==> src/rtl/platform_seq.sv <==
// platform_seq: layer sequencer for the build platform.
// For each layer it raises the platform, runs one print pass, waits on the
// platform (dwell), lowers the platform, and then counts the layer.
//
// Parameter
//   TIMEOUT_CYC   maximum number of dwell cycles in PLAT while waiting for
//                 PtoDownEn (default 48000, which is 500 us at 96 MHz)
// Ports
//   clk, rst      system clock and synchronous active-high reset
//   start         starts one layer; accepted only in IDLE
//   abort         returns to IDLE from any state
//   up_done       platform raise has completed
//   print_done    print pass has completed
//   PtoDownEn     permission to lower the platform
//   down_done     platform lower has completed
//   st_req_up     one-cycle request strobe: raise
//   st_req_print  one-cycle request strobe: print
//   st_req_down   one-cycle request strobe: lower
//   st_platform   high for the whole platform dwell
//   busy          high when the sequencer is not idle
//   layer_done    one-cycle strobe when a layer completes
//   err           sticky dwell-timeout flag; cleared by an accepted start
//   layer_cnt     count of completed layers (wraps from 0xFFFF to 0x0000)
module platform_seq #(
  parameter logic [15:0] TIMEOUT_CYC = 16'd48000
) (
  input  logic        clk,
  input  logic        rst,
  input  logic        start,
  input  logic        abort,
  input  logic        up_done,
  input  logic        print_done,
  input  logic        PtoDownEn,
  input  logic        down_done,
  output logic        st_req_up,
  output logic        st_req_print,
  output logic        st_req_down,
  output logic        st_platform,
  output logic        busy,
  output logic        layer_done,
  output logic        err,
  output logic [15:0] layer_cnt
);

  typedef enum logic [3:0] {
    S_IDLE,
    S_REQ_UP,
    S_UP,
    S_REQ_PRINT,
    S_PRINT,
    S_PLAT,
    S_REQ_DOWN,
    S_DOWN,
    S_DONE
  } state_t;

  state_t      state;
  logic [15:0] dwell;

  always_ff @(posedge clk) begin
    if (rst) begin
      state     <= S_IDLE;
      dwell     <= '0;
      err       <= 1'b0;
      layer_cnt <= '0;
    end else if (abort) begin
      state <= S_IDLE;
    end else begin
      case (state)
        S_IDLE: begin
          if (start) begin
            state <= S_REQ_UP;
            err   <= 1'b0;
          end
        end
        S_REQ_UP:    state <= S_UP;
        S_UP:        if (up_done) state <= S_REQ_PRINT;
        S_REQ_PRINT: state <= S_PRINT;
        S_PRINT: begin
          if (print_done) begin
            state <= S_PLAT;
            dwell <= '0;
          end
        end
        S_PLAT: begin
          dwell <= dwell + 16'd1;
          // A lower permission that arrives on the timeout cycle still wins.
          if (PtoDownEn) begin
            state <= S_REQ_DOWN;
          end else if (dwell == TIMEOUT_CYC - 16'd1) begin
            state <= S_IDLE;
            err   <= 1'b1;
          end
        end
        S_REQ_DOWN:  state <= S_DOWN;
        S_DOWN: begin
          if (down_done) begin
            state     <= S_DONE;
            layer_cnt <= layer_cnt + 16'd1;
          end
        end
        S_DONE:      state <= S_IDLE;
        default:     state <= S_IDLE;
      endcase
    end
  end

  // The status outputs are decoded from the state register only.
  always_comb begin
    st_req_up    = (state == S_REQ_UP);
    st_req_print = (state == S_REQ_PRINT);
    st_req_down  = (state == S_REQ_DOWN);
    st_platform  = (state == S_PLAT);
    layer_done   = (state == S_DONE);
    busy         = (state != S_IDLE);
  end

endmodule

==> config.mk <==
export PLATFORM = sky130hd
export DESIGN_NAME = platform_seq
export DESIGN_NICKNAME = d
export VERILOG_FILES = /design/src/rtl/platform_seq.sv
export SDC_FILE = /design/constraint.sdc
export NUM_CORES = 1
export LEC_CHECK = 0
export BUFFER_PORTS_ARGS = -buffer_cell sky130_fd_sc_hd__buf_2
export CORE_ASPECT_RATIO = 1.4
export CORE_MARGIN = 8
export CORE_UTILIZATION = 50
export DETAILED_ROUTE_END_ITERATION = 8
export PLACE_DENSITY = 0.8
export SYNTH_ARGS = -nofsm -noshare
export SYNTH_HDL_FRONTEND = slang
export SYNTH_SLANG_ARGS = --single-unit
export TNS_END_PERCENT = 100
==> constraint.sdc <==
create_clock -name clk -period 1.8 [get_ports clk]
set_input_delay 0.18 -clock clk [delete_from_list [all_inputs] [get_ports clk]]
set_output_delay 0.18 -clock clk [all_outputs]
set_load 0.02 [all_outputs]
==> run summary <==
The flow ran to the end, and the final reports show no timing, DRC or antenna violations. The transition time of the tightest slew-check pin came out at about 0.45 ns. The TritonCTS sink count is 37. For this run, design rule violations remaining after detail routing come to 0. The DRC marker count from the first detailed-route iteration came out at 94. The initial core utilization came out at 0.526. The average cell area after synthesis came out at around 8.3 µm².

After synthesis the netlist holds a flip-flop and latch count of 37. The worst setup path is of the reg -> reg kind. Counting every instance in the synthesized netlist gives 233. The worst stage delay on the critical path came out at ~0.40 ns.

Summed over all layers, the routed wires come to 4.92 mm. The initialized floorplan defines 26 standard-cell rows. The worst setup path is captured at a flop. The number of buffers on the longest clock path is 2. The via count of the first global-routing pass is roughly 1,900. The net count of the finished layout is a little under 300. The total of buffers placed on input and output ports is 30. The number of filler instances in the final layout is 307.

The die extent in y is around 90 µm. 31 I/O pins were placed. The signal on the critical path passes through nand3b_4 > buf_4 > or3_1 > o211ai_1 > mux2i_1. The vias per cell came out at about 5.9. The floorplan step defined a die boundary enclosing between 0.006 and 0.007 mm². The count of flip-flops with a built-in enable after synthesis came out at 0. The number of buffer and inverter instances along the worst setup path came out at 1. Of all nets on the critical path, the largest fanout is 9. The kind of cell with the highest combined delay along the critical path is simple AND/OR/NAND/NOR gates. The overall track demand over capacity in global routing is 0.169. Of the cells placed in the final design, the portion with a size suffix greater than 1 is 0.294. The biggest area consumer among synthesized cells is dfxtp_1.

The remaining global-route overflow came out at 0. Sorting the synthesized cells by area gives the leading types as dfxtp_1 38%, a21oi_1 5.2%, or4_1 4.7%. The via count is around 1,900. Yosys printed 0 warnings. Setup violations remaining at the end of the flow were counted as 0. Dividing the final minimum period by the clock period gives 0.973. The most used flip-flop cell after synthesis is dfxtp_1.

The worst setup path is launched from a flop. The number of slew-limit violations in the final report came out at 0. The post-CTS clock slew at the launch and capture registers of the worst setup and hold paths came out at 0.07 ns. The relative max-transition margin came out at 0.696. The worst supply voltage drop on vdd is between 400 and 500 µV. The number of antenna violations at the first check in global routing came to 0. The area added between synthesis and finish came out at 26.8%. The area of the core came out at around 0.0037 mm².

In the final routed layout, each cell accounts on average for around 15 µm. The maximum number of pins on one net before global-route repair is 23. The hold-fix buffer count after cts came out at 0. The worst min-delay path class is in -> reg. The clock latency of the later-clocked register in the worst-skew pair came out at roughly 0.29 ns.

Power spread over the standard cell area amounts to 603 mW/mm². The tree is rooted in a clkbuf_8. The total area of multi-input combinational cells came out at around 0.0012 mm². In this run the remaining antenna-violating nets after routing total 0. The count of unique library cells instantiated by Yosys is 41. The clock tree skew after final layout came out at 0.00774 ns. The final weighted congestion in routability-driven placement came out at between 0.8 and 0.9. After legalization and detailed placement, the total HPWL measured about 3.5 mm.

The x dimension of the die is roughly 69 µm. The first global-routing pass estimated roughly 8 mm of wire. The max-cap violation count came out at 0. The number of nets in the synthesized netlist is 243. The top cell type's share of synthesized area is 0.383.

The number of search-and-repair iterations in the first detailed-routing pass came out at 4. The critical path data arrival time is between 1.5 and 2 ns. The fraction of the yosys area taken by sequential cells is 0.383. The power after layout came out at 1.48 mW. The accumulated negative setup slack came out at 0 ns. Clock tree synthesis inserted a total of 5 buffers.

The total number of H-tree levels came out at 2. In the synthesized netlist the async set-or-reset flop fraction comes to 0. The leakage power is between 0.9 and 1 nW. For this run, the top clock speed supported by timing is about 570 MHz.

In the final layout, flip-flops and latches occupy 749 µm². TritonCTS built the clock tree. The mapped netlist covers between 0.0015 and 0.002 mm². The final-report hold violation count is 0.

The highest-delay cell along the critical path is o211ai_1. The antenna diode count is 0. The clock period could shrink to roughly 1.8 ns.

STA puts the critical path data required time at about 2 ns. Setup repair after global routing could not meet its margin everywhere.
[sequential cells by signal (all words and copies together) (netlist names)]
name,count
err,1
dwell,16
state,4
layer_cnt,16
[worst paths after layout]
kind | from | endpoint | slack, ns | depth (start not counted)
setup / recovery | state[3] | state[1] | 0.05 | 5
hold / removal | PtoDownEn | err | 0.24 | 4
setup reg to reg | state[3] | state[1] | 0.05 | 5
hold reg to reg | layer_cnt[15] | layer_cnt[15] | 0.48 | 2
[metrics by stage]
stage	util	hold WS (ns)	cell area [µm²]	setup WS, ns	std cells
floorplan	-	0.374	1940	-0.0149	233
detailed placement	0.617	0.467	2270	-0.0219	317
global route	0.667	0.267	2450	-0.0722	328
CTS	0.642	0.219	2360	-0.00308	325
finish	0.667	0.241	2450	0.0488	328
global placement	0.617	0.462	2270	-0.000325	317
[power breakdown]
part           total, mW  switching, mW  internal [mW]
clock              0.566          0.292          0.274
combinational     0.0885         0.0548         0.0337
sequential         0.823        0.00304          0.820
[cells in the mapped netlist (all sizes together) (3+ instances only)]
master and count:
a21oi 20, and3 3, and3b 3, buf 5
clkbuf 7, dfxtp 37, inv 6, mux2i 5
nand2 19, nand3 8, nand3b 3, nand4 11
nor2 20, nor2b 3, nor3 4, nor4 6
o21ai 10, o31ai 11, or2 3, or3 7
or4 12, xnor2 6, xor2 5
[layout by cell type (no fill, tap or decap), types with 2 or more instances in the layout]
| cell | synthesis | layout |
|---|---|---|
| dfxtp_1 | 37 | 30 |
| buf_2 | 4 | 30 |
| buf_4 | 0 | 27 |
| nor2_1 | 20 | 20 |
| nand2_1 | 19 | 19 |
| a21oi_1 | 20 | 17 |
| nand4_1 | 11 | 11 |
| o31ai_1 | 11 | 11 |
| or4_1 | 12 | 11 |
| o21ai_0 | 10 | 10 |
| nand3_1 | 8 | 8 |
| dfxtp_2 | 0 | 7 |
| inv_1 | 6 | 6 |
| or3_1 | 7 | 6 |
| xnor2_1 | 6 | 6 |
| nor4_1 | 6 | 5 |
| xor2_1 | 5 | 5 |
| mux2i_1 | 5 | 5 |
| clkbuf_8 | 0 | 5 |
| nor3_1 | 4 | 4 |
| nor2b_1 | 3 | 3 |
| and3_1 | 3 | 3 |
| and3b_1 | 3 | 3 |
| a21oi_2 | 0 | 3 |
| nand3b_1 | 2 | 2 |
| or2_2 | 2 | 2 |
| and4_1 | 2 | 2 |
| o211ai_1 | 2 | 2 |
| nand2b_1 | 2 | 2 |
| clkbuf_1 | 7 | 2 |
[per-layer routing]
layer  up-vias  global-route usage  part of all wire
met5         -                   0                 0
met4         0              0.0561             0.019
met3        10              0.0360             0.024
met2        28               0.306              0.54
met1       920               0.185              0.42
li1        975                   -                 -
[timing repair]
item                       CTS  global route
resized for setup            2            16
setup endpoints to repair    8            21
pin swaps                    2            11
setup buffers                0             3
[tightest hold or removal path: cells and delay by family]
kind | cells | cell delay [ns]
AOI/OAI and AO/OA | 2 | 0.15
buffers and inverters | 2 | 0.16
[area by class of cell]
cell class,count,share of cell area
clock buffer,7,0.0311
clock inverter,1,0.00306
multi-input combinational,178,0.485
inverter,6,0.00919
timing repair buffer,57,0.144
sequential,37,0.306
tap,42,0.0214
[cell families after synthesis]
logic type,after synthesis,share of synthesized area
simple gates,112,0.342
mux,5,0.0259
xor+xnor,11,0.0498
buf+inv,18,0.0375
fa+ha+maj,2,0.0129
compound gates,48,0.148
flops,37,0.383
No activity file was read; power rests on OpenSTA's default activity.
